[src/rtl/rr_arb_mux_if.sv]
`default_nettype none
// ============================================================================
//  Module   : rr_arb_mux_if
//  Purpose  : Handshake/data bundle for the round-robin arbitrating mux.
//             The slave view belongs to the arbiter and the master view to
//             whatever drives the requesters and the downstream consumer.
//  Revision : 1.0  initial release
// ============================================================================
interface rr_arb_mux_if #(
   parameter int NUM_CH = 4,
   parameter int WIDTH  = 32
);
   localparam int SEL_W = $clog2(NUM_CH);

   logic [NUM_CH-1:0]       valid_i;
   logic [NUM_CH*WIDTH-1:0] data_i;
   logic [NUM_CH-1:0]       ready_o;
   logic                    force_en_i;
   logic [SEL_W-1:0]        force_sel_i;
   logic                    valid_o;
   logic [WIDTH-1:0]        data_o;
   logic [SEL_W-1:0]        sel_o;
   logic                    ready_i;

   modport slave (
      input  valid_i, data_i, force_en_i, force_sel_i, ready_i,
      output ready_o, valid_o, data_o, sel_o
   );

   modport master (
      output valid_i, data_i, force_en_i, force_sel_i, ready_i,
      input  ready_o, valid_o, data_o, sel_o
   );
endinterface
`default_nettype wire

[src/rtl/rr_arb_mux.sv]
`default_nettype none
// ============================================================================
//  Module   : rr_arb_mux
//  Purpose  : NUM_CH-input, WIDTH-bit round-robin arbitrating multiplexer
//             with a single registered output stage and valid/ready on
//             every input and on the output. A forced-select mode turns it
//             into a plain fixed-select mux.
//  Revision : 1.0  initial release
// ============================================================================
module rr_arb_mux #(
   parameter int NUM_CH = 4,
   parameter int WIDTH  = 32
) (
   input  wire logic   clk_i,
   input  wire logic   rst_i,
   rr_arb_mux_if.slave bus
);
   localparam int SEL_W = $clog2(NUM_CH);
   // Channel 0 must win first after reset, so the pointer starts at the top.
   localparam logic [SEL_W-1:0] c_LAST_RST = SEL_W'(NUM_CH - 1);

   logic              valid_q, valid_d;
   logic [WIDTH-1:0]  data_q,  data_d;
   logic [SEL_W-1:0]  sel_q,   sel_d;
   logic [SEL_W-1:0]  last_q,  last_d;

   logic              w_load;
   logic              w_grant_vld;
   logic [SEL_W-1:0]  w_grant_idx;
   logic [SEL_W-1:0]  w_cand;
   logic [NUM_CH-1:0] w_ready;

   // Arbitration: pick one channel when the output stage can take data.
   always_comb begin
      // Nothing is accepted while reset is held, so ready_o stays low then.
      w_load      = (!valid_q || bus.ready_i) && !rst_i;
      w_grant_vld = 1'b0;
      w_grant_idx = '0;
      w_cand      = '0;
      if (w_load) begin
         if (bus.force_en_i) begin
            // Out-of-range force_sel_i never matches a channel -> no grant.
            for (int k = 0; k < NUM_CH; k++) begin
               if (bus.force_sel_i == SEL_W'(k) && bus.valid_i[k]) begin
                  w_grant_vld = 1'b1;
                  w_grant_idx = SEL_W'(k);
               end
            end
         end else begin
            // Search starts just after the last winner and wraps around.
            for (int off = 1; off <= NUM_CH; off++) begin
               w_cand = SEL_W'((int'(last_q) + off) % NUM_CH);
               if (!w_grant_vld && bus.valid_i[w_cand]) begin
                  w_grant_vld = 1'b1;
                  w_grant_idx = w_cand;
               end
            end
         end
      end
   end

   // One-hot accept towards the granted requester.
   always_comb begin
      w_ready = '0;
      if (w_grant_vld) begin
         w_ready[w_grant_idx] = 1'b1;
      end
   end

   // Next-state of the output register and round-robin pointer.
   always_comb begin
      valid_d = valid_q;
      data_d  = data_q;
      sel_d   = sel_q;
      last_d  = last_q;
      if (w_load) begin
         valid_d = w_grant_vld;
         if (w_grant_vld) begin
            data_d = bus.data_i[int'(w_grant_idx)*WIDTH +: WIDTH];
            sel_d  = w_grant_idx;
            last_d = w_grant_idx;
         end
      end
   end

   // State registers with synchronous reset; a pending output is dropped.
   always_ff @(posedge clk_i) begin
      if (rst_i) begin
         valid_q <= 1'b0;
         data_q  <= '0;
         sel_q   <= '0;
         last_q  <= c_LAST_RST;
      end else begin
         valid_q <= valid_d;
         data_q  <= data_d;
         sel_q   <= sel_d;
         last_q  <= last_d;
      end
   end

   assign bus.ready_o = w_ready;
   assign bus.valid_o = valid_q;
   assign bus.data_o  = data_q;
   assign bus.sel_o   = sel_q;
endmodule
`default_nettype wire

[src/flat_wrapper.sv]
// flat-port wrapper written by rule: the top's interface ports become plain ports
module rr_arb_mux_flat 
#(
   parameter int NUM_CH = 4,
   parameter int WIDTH  = 32
)
  (clk_i, rst_i, bus_valid_i, bus_data_i, bus_force_en_i, bus_force_sel_i, bus_ready_i, bus_ready_o, bus_valid_o, bus_data_o, bus_sel_o);
  rr_arb_mux_if #(.NUM_CH(NUM_CH), .WIDTH(WIDTH)) bus_i ();
  input  wire logic clk_i;
  input  wire logic rst_i;
  input wire logic [$bits(bus_i.valid_i)-1:0] bus_valid_i;
  input wire logic [$bits(bus_i.data_i)-1:0] bus_data_i;
  input wire logic [$bits(bus_i.force_en_i)-1:0] bus_force_en_i;
  input wire logic [$bits(bus_i.force_sel_i)-1:0] bus_force_sel_i;
  input wire logic [$bits(bus_i.ready_i)-1:0] bus_ready_i;
  output wire logic [$bits(bus_i.ready_o)-1:0] bus_ready_o;
  output wire logic [$bits(bus_i.valid_o)-1:0] bus_valid_o;
  output wire logic [$bits(bus_i.data_o)-1:0] bus_data_o;
  output wire logic [$bits(bus_i.sel_o)-1:0] bus_sel_o;
  assign bus_i.valid_i = bus_valid_i;
  assign bus_i.data_i = bus_data_i;
  assign bus_i.force_en_i = bus_force_en_i;
  assign bus_i.force_sel_i = bus_force_sel_i;
  assign bus_i.ready_i = bus_ready_i;
  assign bus_ready_o = bus_i.ready_o;
  assign bus_valid_o = bus_i.valid_o;
  assign bus_data_o = bus_i.data_o;
  assign bus_sel_o = bus_i.sel_o;
  rr_arb_mux #(.NUM_CH(NUM_CH), .WIDTH(WIDTH)) u_core (.clk_i(clk_i), .rst_i(rst_i), .bus(bus_i));
endmodule
[config.mk]
export PLATFORM = sky130hd
export DESIGN_NAME = rr_arb_mux_flat
export DESIGN_NICKNAME = d
export VERILOG_FILES = /design/src/rtl/rr_arb_mux_if.sv /design/src/rtl/rr_arb_mux.sv /design/src/flat_wrapper.sv
export SDC_FILE = /design/constraint.sdc
export NUM_CORES = 1
export LEC_CHECK = 0
export CORE_MARGIN = 4
export CORE_UTILIZATION = 36
export DETAILED_ROUTE_END_ITERATION = 8
export PLACE_DENSITY = 0.87
export REMOVE_ABC_BUFFERS = 1
export SETUP_SLACK_MARGIN = 0.4
export SYNTH_ARGS = -nofsm -noshare
export SYNTH_HDL_FRONTEND = slang
export SYNTH_SLANG_ARGS = --single-unit
[constraint.sdc]
create_clock -name clk_i -period 3.83 [get_ports clk_i]
set_input_delay 0.766 -clock clk_i [delete_from_list [all_inputs] [get_ports clk_i]]
set_output_delay 0.766 -clock clk_i [all_outputs]
set_load 0.03 [all_outputs]
* After elaboration in Yosys (flattened, before gate mapping)
Index checks and enable logic that the tools add are counted.
Widths: inputs -> output; s select.
** Cells by class
- Eq/ne operators :: 3
- Order comparisons :: 6
- Reductions and logical operators :: 17
- Mux-type cells :: 36
- Shifts and indexed selects :: 1
- Add/subtract/negate cells :: 4
** Operators by type and width (number)
- $shiftx 128x8->32 :: 1
- $mux 1 :: 22
- $mux 2 :: 8
- $lt 2x3->1 const B :: 5
- $logic_and 1x1->1 :: 9
- $bmux 1 s2 :: 4
- $logic_not 1->1 :: 5
- $add 2x1->2 const B :: 2
- $add 2x2->2 const B :: 2
- $eq 2x2->1 const B :: 2
- $mux 4 :: 1
- $demux 1 s2 :: 1
- $eq 2x1->1 const B :: 1
- $ge 2x1->1 const B :: 1
- $logic_not 2->1 :: 1
- $reduce_and 2->1 :: 1
- $logic_or 1x1->1 :: 1
** Storage, ports and cells
- Register bits after elaboration :: 37
- Output and inout port bits :: 39
- Input port bits :: 138
- Logic and storage cells :: 71

* Logic depth before layout (Yosys ltp)
- Word-level depth :: 26
- Gate-level depth with buffers :: 10
- Mapped depth without buffers :: 6

* Worst setup path before layout
No wires, ideal clock.
- Path type :: input to output
- From :: input bus_force_en_i
- To :: output bus_ready_o[2]
- Path buffers :: 3
- Data required time :: 3064 ps
- Arrival :: 2404 ps
- Stages :: 8
- Slack :: 660 ps
- Cells stage by stage :: buf_2 -> o21bai_1 -> a311oi_1 -> a31oi_1 -> or2_1 -> buf_2 -> buf_1 -> a21oi_1
** Between the ends
- Cells in the longest elaborated chain, start to end :: 7
- Elaborated cells between the ends (all ways) :: 10
- Those cells by class :: order compare: 2; mux: 7; reduce/logical: 1
** RTL lines
- start: declaration :: RTL line flat_wrapper.sv:13 : input wire logic [$bits(bus_i.force_en_i)-1:0] bus_force_en_i;
- $mux 2 :: RTL line rr_arb_mux.sv:41 : if (bus.force_en_i) begin
- $mux 2 :: RTL line rr_arb_mux.sv:40 : if (w_load) begin
- $lt 2x3->1 (implied by the code) or $ge 2x1->1 (tied branches) :: RTL line rr_arb_mux.sv:66 : w_ready[w_grant_idx] = 1'b1;
- $logic_and 1x1->1 (implied by the code) :: RTL line rr_arb_mux.sv:66
- $mux 1 (implied by the code) :: RTL line rr_arb_mux.sv:66
- $demux 1 s2
- $mux 4 (*) :: RTL line rr_arb_mux.sv:65 : if (w_grant_vld) begin
- end: declaration :: RTL line flat_wrapper.sv:16 : output wire logic [$bits(bus_i.ready_o)-1:0] bus_ready_o;
Mark *: on every way between the ends. The rest lies on a longest branch, timed or not.

* Final worst setup path
- From :: input bus_force_sel_i[0]
- To :: output bus_ready_o[1]
** Between the ends
- Cells in the longest elaborated chain, start to end :: 12
- Elaborated cells between the ends (all ways) :: 25
- Those cells by class :: order compare: 2; eq/ne: 3; mux: 14; reduce/logical: 6
** RTL lines
- start: declaration :: RTL line flat_wrapper.sv:14 : input wire logic [$bits(bus_i.force_sel_i)-1:0] bus_force_sel_i;
- $eq 2x1->1 :: RTL line rr_arb_mux.sv:44 : if (bus.force_sel_i == SEL_W'(k) && bus.valid_i[k]) begin
- $logic_and 1x1->1 :: RTL line rr_arb_mux.sv:44
- $mux 1 :: RTL line rr_arb_mux.sv:44
- $mux 2 (2 in a row) :: RTL line rr_arb_mux.sv:44
- $mux 2 :: RTL line rr_arb_mux.sv:41
- $mux 2 :: RTL line rr_arb_mux.sv:40
- $lt 2x3->1 (implied by the code) or $ge 2x1->1 (tied branches) :: RTL line rr_arb_mux.sv:66
- $logic_and 1x1->1 (implied by the code) :: RTL line rr_arb_mux.sv:66
- $mux 1 (implied by the code) :: RTL line rr_arb_mux.sv:66
- $demux 1 s2
- $mux 4 (*) :: RTL line rr_arb_mux.sv:65
Marked as above.

==> run metrics <==
CTS Buf Count 5; die area ~7500 um^2; worst setup path endpoint bus_ready_o[1]; Remaining Overflow, GRT 0; Worst R2R Path Depth 9; Via density between 5 and 6; Syn Area/Cell 8.15 um^2; io pins approximately 180; Root Driver clkbuf_8; Die W 86.5 um; reg-to-reg slack, setup roughly 1.5 ns; first-pass GRT wire length 15000 um; CP max FO 18; CTS Sinks 37; relative slew slack 55.9%; pwr dens 360 nW/um^2; #FFs+latches synth 37; Post-Route WL between 9000 and 10000 um; worst path cell trace clkdlybuf4s50_1, mux2_2, a31oi_2, or2_4, buf_12, nor2b_4, buf_4; gr busiest metal met2; antenna violations before repair 0; # rows 28; mux contribution to synthesized area 1.52%; GRT Total Usage between 20% and 30%; # fillers 469; Startpoint Class primary input; final net count 580; Max stage delay on crit path 0.59 ns; setup_tns 0 ns; # H-tree levels 2; unrepaired setup endpoints after global routing true; Die H between 80 and 90 um; CTS tree yes; Antenna diodes 0; arrival time worst endpoint 2.64 ns; Ys Warns 0; Starting Density between 30% and 40%; clock latency on the worst-skew pair ~0.28 ns; reg2reg start u_core.last_q[0]; Fin Clk Skew 0.00524 ns; outcome complete, no violations; post-synthesis cell area 2220 um^2; worst-margin pin slew 0.656 ns; DRT Pass-1 Iters 4; proportion of layout cells with a drive suffix above 1 9.48%; vias in the first global route 3030; Setup Crit Path Kind primary input to output pin; Vias 2933; # port buffers 176; RePlAce Congestion 0.829; Static Leakage roughly 1.8 nW; main combinational cell family by area after synthesis compound AO/OA/AOI/OAI gates; fin crit share 89.0%; CP Launch Point bus_force_sel_i[0]; Yosys cell types 31; DP HPWL 6810 um; worst vdd ir 0.221 mV; required time of the critical path 3.06 ns; worst-case clock buffer depth 2; Post-synth EDFFs 0; DR WL/cell 18.8 um; CTS clock-pin slew for the worst setup and hold paths ~0.070 ns; post-synthesis adder-cell area fraction 0%; Core ar. approximately 6000 um^2; placed inst area around 4000 um^2; area delta synth->final 91.6%; FF-to-FF End u_core.bus.data_o[4]; simple-gate share of the synthesized area a little over an eighth; Final Hold Vio Count 0; M1 GR Usage 29.1%; Worst Setup End Kind output pin; min Tclk post-route about 3.4 ns; cts-stage hold buffer count 0; sequential element share of the synthesized area 33.4%; CP max stage cell clkdlybuf4s50_1; DR iter-0 viols 140; Fmax about 0.29 GHz; compound-gate portion of the synthesized area 44.7%; total of max-cap violations 0; Post-Synth XOR/XNOR Area 0%; Post-Synthesis Cells about 270; Finished Cell Area 4250 um^2; met3 usage 8.56%; flip-flop cell with the highest count after synthesis dfxtp_1; largest net degree at the start of global routing 34; ANT nets after route 0; Slew Viols, Final 0; # setup viols final 0; Residual DRC 0; M2 GR Usage a little over two fifths; asr flop ratio synth 0%; Hold/Removal Path Class flip-flop to flip-flop
[kinds of logic after synthesis]
group | Yosys count
AO/OA/AOI/OAI | 143
AND/OR/NAND/NOR | 59
flip-flops | 37
buffers and inverters | 30
multiplexers | 3
[layout by cell type (no fill, tap or decap), types with 2 or more instances in the layout]
| master | Yosys | final |
|---|---|---|
| a21oi_1 | 35 | 35 |
| clkdlybuf4s50_1 | 0 | 168 |
| nand3_1 | 33 | 33 |
| a211o_1 | 33 | 33 |
| buf_4 | 0 | 14 |
| nor3_2 | 0 | 2 |
| inv_1 | 2 | 2 |
| dfxtp_1 | 37 | 37 |
| mux2_2 | 3 | 3 |
| dlymetal6s2s_1 | 0 | 4 |
| nand2b_1 | 5 | 5 |
| a22o_1 | 32 | 32 |
| o21ai_0 | 34 | 34 |
| nor2_1 | 7 | 6 |
| nand2_1 | 6 | 5 |
| clkbuf_8 | 0 | 7 |
[where the power goes]
part	leakage, nW	switching (mW)	internal (mW)	total (mW)
Sequential	0.309	0.0427	0.457	0.500
Clock	0.0542	0.144	0.163	0.306
Combinational	1.48	0.353	0.371	0.724
Total	1.85	0.539	0.991	1.53
[registers in the layout, summed over array words and instances, names as in the netlist]
register	count
u_core.last_q	2
u_core.bus.valid_o	1
u_core.bus.data_o	32
u_core.bus.sel_o	2
[worst min-delay path by stage]
stage                         from                   to  slack [ns]  cells past startpoint
6_report       u_core.bus.sel_o[0]  u_core.bus.sel_o[0]        0.47                      2
3_3_place_gp   u_core.bus.sel_o[0]  u_core.bus.sel_o[0]        0.46                      2
2_1_floorplan     u_core.last_q[0]     u_core.last_q[0]        0.50                      2
3_5_place_dp   u_core.bus.sel_o[0]  u_core.bus.sel_o[0]        0.46                      2
5_1_grt        u_core.bus.sel_o[0]  u_core.bus.sel_o[0]        0.51                      2
4_1_cts        u_core.bus.sel_o[0]  u_core.bus.sel_o[0]        0.47                      2
[cells in the mapped netlist, drive strengths merged, types with 2 or more instances]
cell type	n	area, um^2
dfxtp	37	741
a21oi	35	175
o21ai	34	170
a211o	33	289
nand3	33	165
a22o	32	280
buf	14	90.1
clkbuf	14	52.6
nor2	7	26.3
nand2	6	22.5
nand2b	5	31.3
mux2	3	33.8
inv	2	7.51
nor3	2	10.0
or2	2	12.5
[metrics by stage]
step	cells	power (mW)	setup slack (ns)	util [%]	hold WS [ns]
floorplan	244	0.839	0.297	-	0.503
global placement	507	1.19	0.154	67.6	0.455
detailed placement	507	1.20	0.103	67.6	0.458
CTS	518	1.54	0.417	70.7	0.470
global route	518	1.61	0.357	71.3	0.508
finish	518	1.53	0.421	71.3	0.467
[what timing repair did]
item / 4_1_cts / 5_1_grt
endpoints found under the setup margin: 3 / 4
buffers inserted: 2 / 0
gates cloned: 1 / 0
pin swaps: 0 / 1
resized for setup: 12 / 13
[layout make-up]
cell class	count	area, um^2	area share [%]
sequential	37	741	17.4
multi-input combinational	205	1380	32.6
tap	75	93.8	2.21
clock buffer	7	96.3	2.27
timing repair buffer	191	1920	45.2
inverter	2	7.51	0.177
clock inverter	1	5.00	0.118
[worst max-delay path: cells and delay by family]
kind / cells / cell delay [ns]
and+or+nand+nor: 2 / 0.34
buffers and inverters: 3 / 0.91
muxes: 1 / 0.38
AOI/OAI and AO/OA: 1 / 0.23
[layer usage]
| metal | routed length (um) | share of wire, % |
|---|---|---|
| met1 | 3710 | 38 |
| met2 | 4820 | 50 |
| met3 | 1050 | 11 |
| met4 | 150 | 1.5 |
| met5 | 0 | 0 |
(Power assumes the default switching activity.)
